[src/rtl/dsp_mac_sequencer.sv]
// Upstream controller for a DSP48A1 slice: issues A/B/OPMODE for N_TERMS-long
// multiply-accumulate vectors and captures the final P into a result register.
module dsp_mac_sequencer #(
  parameter int N_TERMS  = 4,
  parameter int OP_DELAY = 2,
  parameter int P_LAT    = 4
) (
  input  logic        CLK,
  input  logic        RSTN,
  input  logic        IN_VALID,
  output logic        IN_READY,
  input  logic [17:0] IN_A,
  input  logic [17:0] IN_B,
  output logic [17:0] DSP_A,
  output logic [17:0] DSP_B,
  output logic [7:0]  DSP_OPMODE,
  output logic        DSP_CE,
  input  logic [47:0] DSP_P,
  input  logic        DSP_CARRYOUT,
  output logic        RES_VALID,
  input  logic        RES_READY,
  output logic [47:0] RES_DATA,
  output logic        RES_OVF
);
  localparam int CW = (N_TERMS > 1) ? $clog2(N_TERMS) : 1;
  localparam logic [CW-1:0] LAST_IDX = CW'(N_TERMS - 1);
  localparam logic [7:0] OP_FIRST = 8'h01;
  localparam logic [7:0] OP_NEXT  = 8'h09;
  localparam logic [7:0] OP_HOLD  = 8'h08;

  typedef enum logic [1:0] {IDLE, ACCUM, DRAIN, DONE} state_t;
  state_t state, state_nxt;

  logic [CW-1:0] term_cnt;
  logic [7:0]    op_code;
  logic          accept, is_last, tag_valid, tag_last, ovf_acc;

  // Stage 0 of each pipe is loaded on the accepting edge, so the last stage
  // lines up with the slice: OPMODE after OP_DELAY edges, P after P_LAT edges.
  logic [7:0] op_pipe  [OP_DELAY+1];
  logic [1:0] tag_pipe [P_LAT+1];

  assign accept     = IN_VALID && IN_READY;
  assign is_last    = (term_cnt == LAST_IDX);
  assign tag_valid  = tag_pipe[P_LAT][1];
  assign tag_last   = tag_pipe[P_LAT][0];
  assign DSP_OPMODE = op_pipe[OP_DELAY];
  assign DSP_CE     = RSTN;
  assign IN_READY   = RSTN && ((state == IDLE) || (state == ACCUM));
  assign RES_VALID  = (state == DONE);

  always_ff @(posedge CLK or negedge RSTN) begin
    if (!RSTN) state <= IDLE;
    else       state <= state_nxt;
  end

  always_comb begin
    state_nxt = state;
    op_code   = OP_HOLD;
    if (accept) op_code = (term_cnt == '0) ? OP_FIRST : OP_NEXT;
    case (state)
      IDLE:    if (accept) state_nxt = is_last ? DRAIN : ACCUM;
      ACCUM:   if (accept && is_last) state_nxt = DRAIN;
      DRAIN:   if (tag_valid && tag_last) state_nxt = DONE;
      DONE:    if (RES_READY) state_nxt = IDLE;
      default: state_nxt = IDLE;
    endcase
  end

  always_ff @(posedge CLK or negedge RSTN) begin
    if (!RSTN) begin
      term_cnt <= '0;
      DSP_A    <= '0;
      DSP_B    <= '0;
      for (int i = 0; i <= OP_DELAY; i++) op_pipe[i] <= 8'h00;
      for (int i = 0; i <= P_LAT; i++) tag_pipe[i] <= 2'b00;
    end else begin
      if (accept) begin
        DSP_A    <= IN_A;
        DSP_B    <= IN_B;
        term_cnt <= is_last ? '0 : term_cnt + CW'(1);
      end
      op_pipe[0]  <= op_code;
      tag_pipe[0] <= {accept, accept && is_last};
      for (int i = 1; i <= OP_DELAY; i++) op_pipe[i] <= op_pipe[i-1];
      for (int i = 1; i <= P_LAT; i++) tag_pipe[i] <= tag_pipe[i-1];
    end
  end

  // Carry-outs of every term are folded into the flag reported with the result.
  always_ff @(posedge CLK or negedge RSTN) begin
    if (!RSTN) begin
      RES_DATA <= '0;
      RES_OVF  <= 1'b0;
      ovf_acc  <= 1'b0;
    end else if (tag_valid) begin
      if (tag_last) begin
        RES_DATA <= DSP_P;
        RES_OVF  <= ovf_acc | DSP_CARRYOUT;
        ovf_acc  <= 1'b0;
      end else begin
        ovf_acc <= ovf_acc | DSP_CARRYOUT;
      end
    end
  end
endmodule

[config.mk]
export PLATFORM = sky130hd
export DESIGN_NAME = dsp_mac_sequencer
export DESIGN_NICKNAME = d
export VERILOG_FILES = /design/src/rtl/dsp_mac_sequencer.sv
export SDC_FILE = /design/constraint.sdc
export NUM_CORES = 1
export LEC_CHECK = 0
export CAP_MARGIN = 15
export CORE_UTILIZATION = 45
export DETAILED_ROUTE_END_ITERATION = 16
export PLACE_DENSITY = 0.95
export SYNTH_ARGS = -nofsm -noshare
export SYNTH_HDL_FRONTEND = slang
export SYNTH_SLANG_ARGS = --single-unit
[constraint.sdc]
create_clock -name CLK -period 2.43 [get_ports CLK]
set_input_delay 0.243 -clock CLK [delete_from_list [all_inputs] [get_ports CLK]]
set_output_delay 0.243 -clock CLK [all_outputs]
set_load 0.1 [all_outputs]
---- After elaboration in Yosys (flattened, before gate mapping) ----
Index checks and enable logic that the tools add are counted.
word-level totals
  register bits ........................... 124
  bits in latches ......................... 0
  bits in writable memories ............... 0
  ROM bits ................................ 0
  input bits .............................. 89
  output and inout port bits .............. 96
  memories ................................ 0
cells by class
  add/subtract/negate cells ............... 1
  multiply operators ...................... 0
  divide/modulo/power cells ............... 0
  $lt $le $gt $ge ......................... 0
  equal/unequal tests ..................... 8
  shift operators ......................... 0
  muxes and demuxes ....................... 10
  bitwise logic cells ..................... 1
  reduce and logical (&&, ||, !) cells .... 9
operator list
  kind                                                             count
  2-bit two-way mux                                                6
  4-bit two-way mux                                                2
  2-bit one-hot mux with 4 select lines                            1
  2-bit == test, second input constant                             3
  1-bit logical AND                                                4
  2-bit logical NOT                                                2
  2-bit by 1-bit != test with 1-bit output, second input constant  2
  2-bit != test, second input constant                             2
  4-bit AND reduction                                              1
  2-bit by 1-bit adder with 2-bit output, second input constant    1
  2-bit by 1-bit == test with 1-bit output, second input constant  1
  2-bit AND reduction                                              1
  1-bit logical OR                                                 1
  1-bit two-way mux                                                1
  1-bit bitwise OR                                                 1

---- Logic depth before layout (Yosys ltp) ----
Gate-level depths: netlist of the first run.
  depth in word-level cells ............... 7
  depth in mapped cells ................... 7

---- Worst setup path after synthesis of the first run ----
OpenSTA, ideal clock, no wires.
  path kind ............................... reg2reg
  from .................................... reg state[0]
  to ...................................... reg state[0]
  arrival time ............................ 1.765 ns
  required time ........................... 2.351 ns
  setup slack ............................. 0.585 ns
  stages on the path, launching flop included .. 5
  buffers on the path ..................... 0
  clock period less this slack ............ 1.845 ns
  cells stage by stage .................... dfrtp_1 -> ha_1 -> nor2b_1 -> a2111oi_4 -> mux2i_1
on the way
  elaborated cells between the ends (all ways) .. 14
  classes of those cells .................. 7 x eq/ne; 1 x mux; 6 x reduce/logical
RTL lines
  what                                                       RTL line  RTL
  from (decl)                                                32        state_t state, state_nxt;
  from (signal assigned)                                     54        else state <= state_nxt;
  2-bit == test *                                            --
  net RES_VALID                                              20        output logic RES_VALID,
  2-bit by 1-bit != test with 1-bit output (no source line)  --
  4-bit AND reduction (no source line)                       --
The timed path passes the listed nets; every way through them passes the cells marked *.
A chain may end at the register's enable or synchronous reset.

---- Final worst setup path of the first run ----
  from .................................... in RSTN
  to ...................................... out DSP_CE
RTL lines
  what         RTL line  RTL
  from (decl)  9         input logic RSTN,
  to (decl)    17        output logic DSP_CE,
No word-level cell between the ends.

==> impl_metrics.ini, run 1 <==
[status]
status = finished clean

[floorplanning]
die_h_um = 97.3
rows = 34
ios = 185
die_x_um = 97.3
die_area_sq_um = 9470
initial_core_util_pct = 46.6
core_area_sq_um = 8760

[synthesis]
synthCells = 241
synth_xor_area_share_pct = 0
yosysWarnings = 0
synth-seq-area-share_pct = 63.1
yosys.area_share.simple_pct = 1.01
avgSynthCellArea_sq_um = 17.0
yosys-mux-area-fraction_pct = 27.2
netlist_area_sq_um = 4090
synth_fa_ha_area_share_pct = 1.84
synth_top_family_by_area = multiplexers
synth-seq-cells = 103
synth_cell_types = 23
synth_compound_area_share_pct = 2.08

[worst_setup_path]
r2r-end = DSP_A[11]$_DFFE_PN0P_
r2r_slack_ns = 0.47
crit_type = primary input to output pin
start_kind = primary input
r2r_start = state[1]$_DFFE_PN0P_
r2r_cells = 5
cp.arrival_ns = 1.88
cp_max_fo = 51
endpoint_kind = output pin
crit_required_ns = 2.19

[clock_network]
cts_tree = built
numCtsBuffers = 9
clk_latency_ns = 0.35
post_cts_resized = 0
ctsHtreeMaxLevel = 3
clk_pin_slew_ns = 0.10
cts-root-buf = clkbuf_8
clockBufferDepth = 2
clock-sinks = 103
cts_setup_buffers = 0

[route]
firstDrtPassIters = 4
wl_per_cell_um = 15.8
drtIter0Drc = 23
ant_nets = 0
vias = 2524
drc = 0
viasPerCell = 4.71
detail_route.wirelength_um = 8450

[placed_design]
place_congestion = 0.720
place_hpwl_um = 6390
io_buffers = 178

[run]
maxCapViolCount = 0

[global_route]
grt_pass1_vias = 2753
antenna_found_initial = 0
gr-usage-all-layers_pct = 18.5
grt-ovfl-total = 0
grt_max_degree = 53
grt_pass1_wl_um = 13600

[sta]
finalHoldViolCount = 0
finalCritPeriodShare_pct = 87.5
clock_skew_ns = 0.00780
fmax_mhz = 470
worst_pin_slew_ns = 0.633
period_needed_ns = 2.13
slew_violations = 0
max_slew_margin_pct = 57.8
finalSetupViolCount = 0
rsz0062_at_grt = false
tns_ns = 0

[cells_and_area]
final.fill_count = 610
n_antenna_cell = 0
post-route-util_pct = 67.5
area.growth.synth_to_final_pct = 44.8
layout-drive-gt1-share_pct = 46.7
nNetsFinal = 518

[worst_hold_path]
hold_path_class = primary input to asynchronous set/reset pin
## cell usage after synthesis, drive strengths merged
| library cell | count | area share, % |
|---|---|---|
| mux2 | 84 | 26 |
| mux2i | 4 | 0.98 |
| nand3 | 2 | 0.24 |
| nor2b | 1 | 0.15 |
| conb | 1 | 0.092 |
| nand2 | 4 | 0.37 |
| and2 | 1 | 0.15 |
| o211a | 1 | 0.24 |
| inv | 5 | 0.46 |
| dfrtp | 103 | 63 |
| a21oi | 2 | 0.24 |
| a2111oi | 1 | 0.67 |
| a21boi | 2 | 0.37 |
| ha | 6 | 1.8 |
| o21a | 1 | 0.18 |
| o21ai | 3 | 0.37 |
| nor2 | 1 | 0.092 |
| buf | 19 | 4.3 |
## metrics by stage
stage	instance area, sq um	worst slack, ns	cells	hold WS, ns
CTS	5920	0.256	536	0.236
global route	5920	0.171	536	0.222
global placement	5680	0.546	519	0.0484
floorplan	4110	0.585	246	-0.0526
finish	5920	0.303	536	0.260
detailed placement	5680	0.473	519	0.0532
## worst max path at each step
stage                               from              endpoint  slack [ns]
CTS                                 RSTN                DSP_CE        0.26
global placement                IN_VALID  DSP_B[0]$_DFFE_PN0P_        0.55
floorplan           state[0]$_DFFE_PN0P_  state[0]$_DFFE_PN0P_        0.59
detailed placement  state[1]$_DFFE_PN0P_  DSP_A[8]$_DFFE_PN0P_        0.47
global route                        RSTN                DSP_CE        0.17
finish                              RSTN                DSP_CE        0.30
## state kept, by name, summed over array words and instances, names as in the netlist
register / flops
ovf_acc: 1
DSP_OPMODE: 2
RES_OVF: 1
DSP_B: 18
RES_DATA: 48
DSP_A: 18
tag_pipe: 6
term_cnt: 2
tag_last: 1
state: 2
op_pipe: 4
## worst max-delay path, cell delays in order
cell and delay [ns]:
dlygate4sd3_1 0.55, buf_4 0.16, buf_4 0.52, buf_4 0.40
## area by class of cell
type                       instances  area (sq um)  share of cell area (%)
timing repair buffer             185          1620                    27.4
inverter                           5          18.8                   0.317
multi-input combinational        119          1340                    22.6
clock inverter                     6          90.1                    1.52
clock buffer                      10           138                    2.33
tap                              108           135                    2.28
sequential                       103          2580                    43.6
## layout by cell type, fill, tap and decap left out, types with 3 or more instances in the layout
cell / count
inv_1: 5
dfrtp_1: 103
o21ai_0: 3
ha_1: 6
conb_1: 6
nand2_1: 3
clkbuf_8: 10
clkdlybuf4s50_1: 87
mux2_4: 33
mux2i_1: 4
mux2_2: 51
buf_4: 96
## routing by layer
metal / vias to the layer above / share of wire (%) / GRT usage [%]
li1: 1174 / - / -
met1: 1221 / 41 / 23.3
met2: 119 / 51 / 31.3
met3: 10 / 6.7 / 5.32
met4: 0 / 1.4 / 5.09
met5: - / 0 / 0
## what timing repair did
item / 4_1_cts / 5_1_grt
hold endpoints to repair: 2 / 0
endpoints found under the setup margin: 0 / 0
hold buffers: 1 / 0
## cells by family (layout without fill, tap and decap cells)
logic type | after synthesis | in the layout
DFF | 103 | 103
muxes | 88 | 88
buffers and inverters | 24 | 206
AOI/OAI and AO/OA | 10 | 10
and+or+nand+nor | 9 | 9
adders and majority gates | 6 | 6
other | 1 | 6
Power of run 1 is not shown: default switching activity piles up to over one toggle a cycle in this logic, so the estimate is an artifact.
==> inputs of run 2 (changes only) <==
- CELL_PAD_IN_SITES_DETAIL_PLACEMENT: default -> 0
- CELL_PAD_IN_SITES_GLOBAL_PLACEMENT: default -> 1
- CORE_UTILIZATION: 45 -> 35
- SKIP_LAST_GASP: default -> 1
==> run 2 against run 1 <==
Clock-buffer cell count rose by 1. Non-clock buffer count down 2. First-iteration DRC count grew to 2.7 times the previous value. Utilization shrank 14 points. Largest cell class unchanged.
==> impl_metrics.ini, run 2 (synthesis results as in run 1) <==
[status]
status = finished clean

[floorplanning]
rows = 39
die_x_um = 110
die_h_um = 110
initial_core_util_pct = 35.8
die_area_sq_um = 12100
ios = 185
core_area_sq_um = 11400

[sta]
finalCritPeriodShare_pct = 84.5
max_slew_margin_pct = 43.7
hold_ws_ns = 0.349
tns_ns = 0
finalHoldViolCount = 0
period_needed_ns = 2.05
finalSetupViolCount = 0
slew_violations = 0
fmax_mhz = 487
worst_pin_slew_ns = 0.844
rsz0062_at_grt = false
clock_skew_ns = 0.00751

[clock_network]
clock-sinks = 103
cts-root-buf = clkbuf_16
cts_tree = built
post_cts_resized = 0
clk_pin_slew_ns = 0.07
clockBufferDepth = 2
ctsHtreeMaxLevel = 3
numCtsBuffers = 9
cts_setup_buffers = 0
clk_latency_ns = 0.33

[route]
firstDrtPassIters = 3
drtIter0Drc = 61
drc = 0
wl_per_cell_um = 14.5
ant_nets = 0
vias = 2534
detail_route.wirelength_um = 8230
viasPerCell = 4.46

[cells_and_area]
n_antenna_cell = 0
final.fill_count = 934
final_common_cell = dfrtp_1
largest_reg_flops = 48
area.growth.synth_to_final_pct = 48.4
reg_top3 = RES_DATA (48), DSP_A (18), DSP_B (18)
stdcell_count = 568
final_cell_mix = 103 x dfrtp_1, 91 x buf_4, 87 x clkdlybuf4s50_1
layout-drive-gt1-share_pct = 46.4
regMostFlops = RES_DATA
nNetsFinal = 516

[global_route]
gr-usage-all-layers_pct = 13.5
antenna_found_initial = 0
grt_pass1_wl_um = 12400
grt-ovfl-total = 0
grt_pass1_vias = 2553
grt_max_degree = 70

[worst_setup_path]
cp_max_fo = 38
cp.arrival_ns = 2.29
crit_start = RSTN
endpoint_kind = register
crit_required_ns = 2.67
r2r_start = state[0]$_DFFE_PN0P_
crit_type = primary input to register
start_kind = primary input

[run]
maxCapViolCount = 0

[worst_hold_path]
hp-start = tag_pipe[6]$_DFF_PN0_
hold_path_class = register to register

[placed_design]
io_buffers = 178
place_congestion = 0.659
dpl.cell_count = 552
place_hpwl_um = 6140
==> run 2: cell types whose count changed in the layout (fill, tap and decap cells not counted), sizes merged <==
cell / delta
buf: -2
bufinv: -1
clkbuf: +1
clkinv: +1
inv: -2
==> run 2: final cells by class <==
class                           count  area, sq um  area share, %
Multi-Input combinational cell    119         1340           22.0
Timing Repair Buffer              183         1640           27.1
Clock buffer                       11          253           4.17
Sequential cell                   103         2580           42.5
Tap cell                          143          179           2.95
Clock inverter                      4         55.1          0.908
Inverter                            5         18.8          0.310
==> run 2: worst paths after layout <==
path | to | slack [ns] | cells past startpoint
min in group asynchronous | op_pipe[19]$_DFF_PN0_ | 0.59 | 3
min | tag_pipe[4]$_DFF_PN0_ | 0.35 | 0
max | state[1]$_DFFE_PN0P_ | 0.38 | 6
min reg2reg | tag_pipe[4]$_DFF_PN0_ | 0.35 | 0
max in group asynchronous | DSP_A[11]$_DFFE_PN0P_ | 1.15 | 3
max reg2reg | DSP_B[6]$_DFFE_PN0P_ | 0.48 | 5
==> run 2: critical path, cell delays in order <==
cell and delay [ns]:
dlygate4sd3_1 0.57, buf_4 0.13, buf_4 0.41, nand3_1 0.21, a2111oi_4 0.45, mux2i_1 0.27
==> run 2: metrics by stage <==
step / utilization [%] / cell area (sq um) / setup WS, ns
6_report: 53.1 / 6060 / 0.377
5_1_grt: 53.1 / 6060 / 0.195
4_1_cts: 53.1 / 6060 / 0.284
3_5_place_dp: 50.3 / 5750 / 0.455
3_3_place_gp: 50.3 / 5750 / 0.531
2_1_floorplan: - / 4110 / 0.585
==> run 2: repair_timing <==
action,in CTS,in global routing
endpoints found under the hold margin,34,0
setup endpoints to repair,0,0
hold buffers,1,0
==> run 2: layer usage <==
metal	track usage, %	vias up	routed length (um)
met1	16.6	1228	3380
li1	-	1172	-
met2	22.6	125	4010
met4	4.57	0	81
met5	0	-	0
met3	4.17	9	760
Power of run 2 is left out for the same reason.
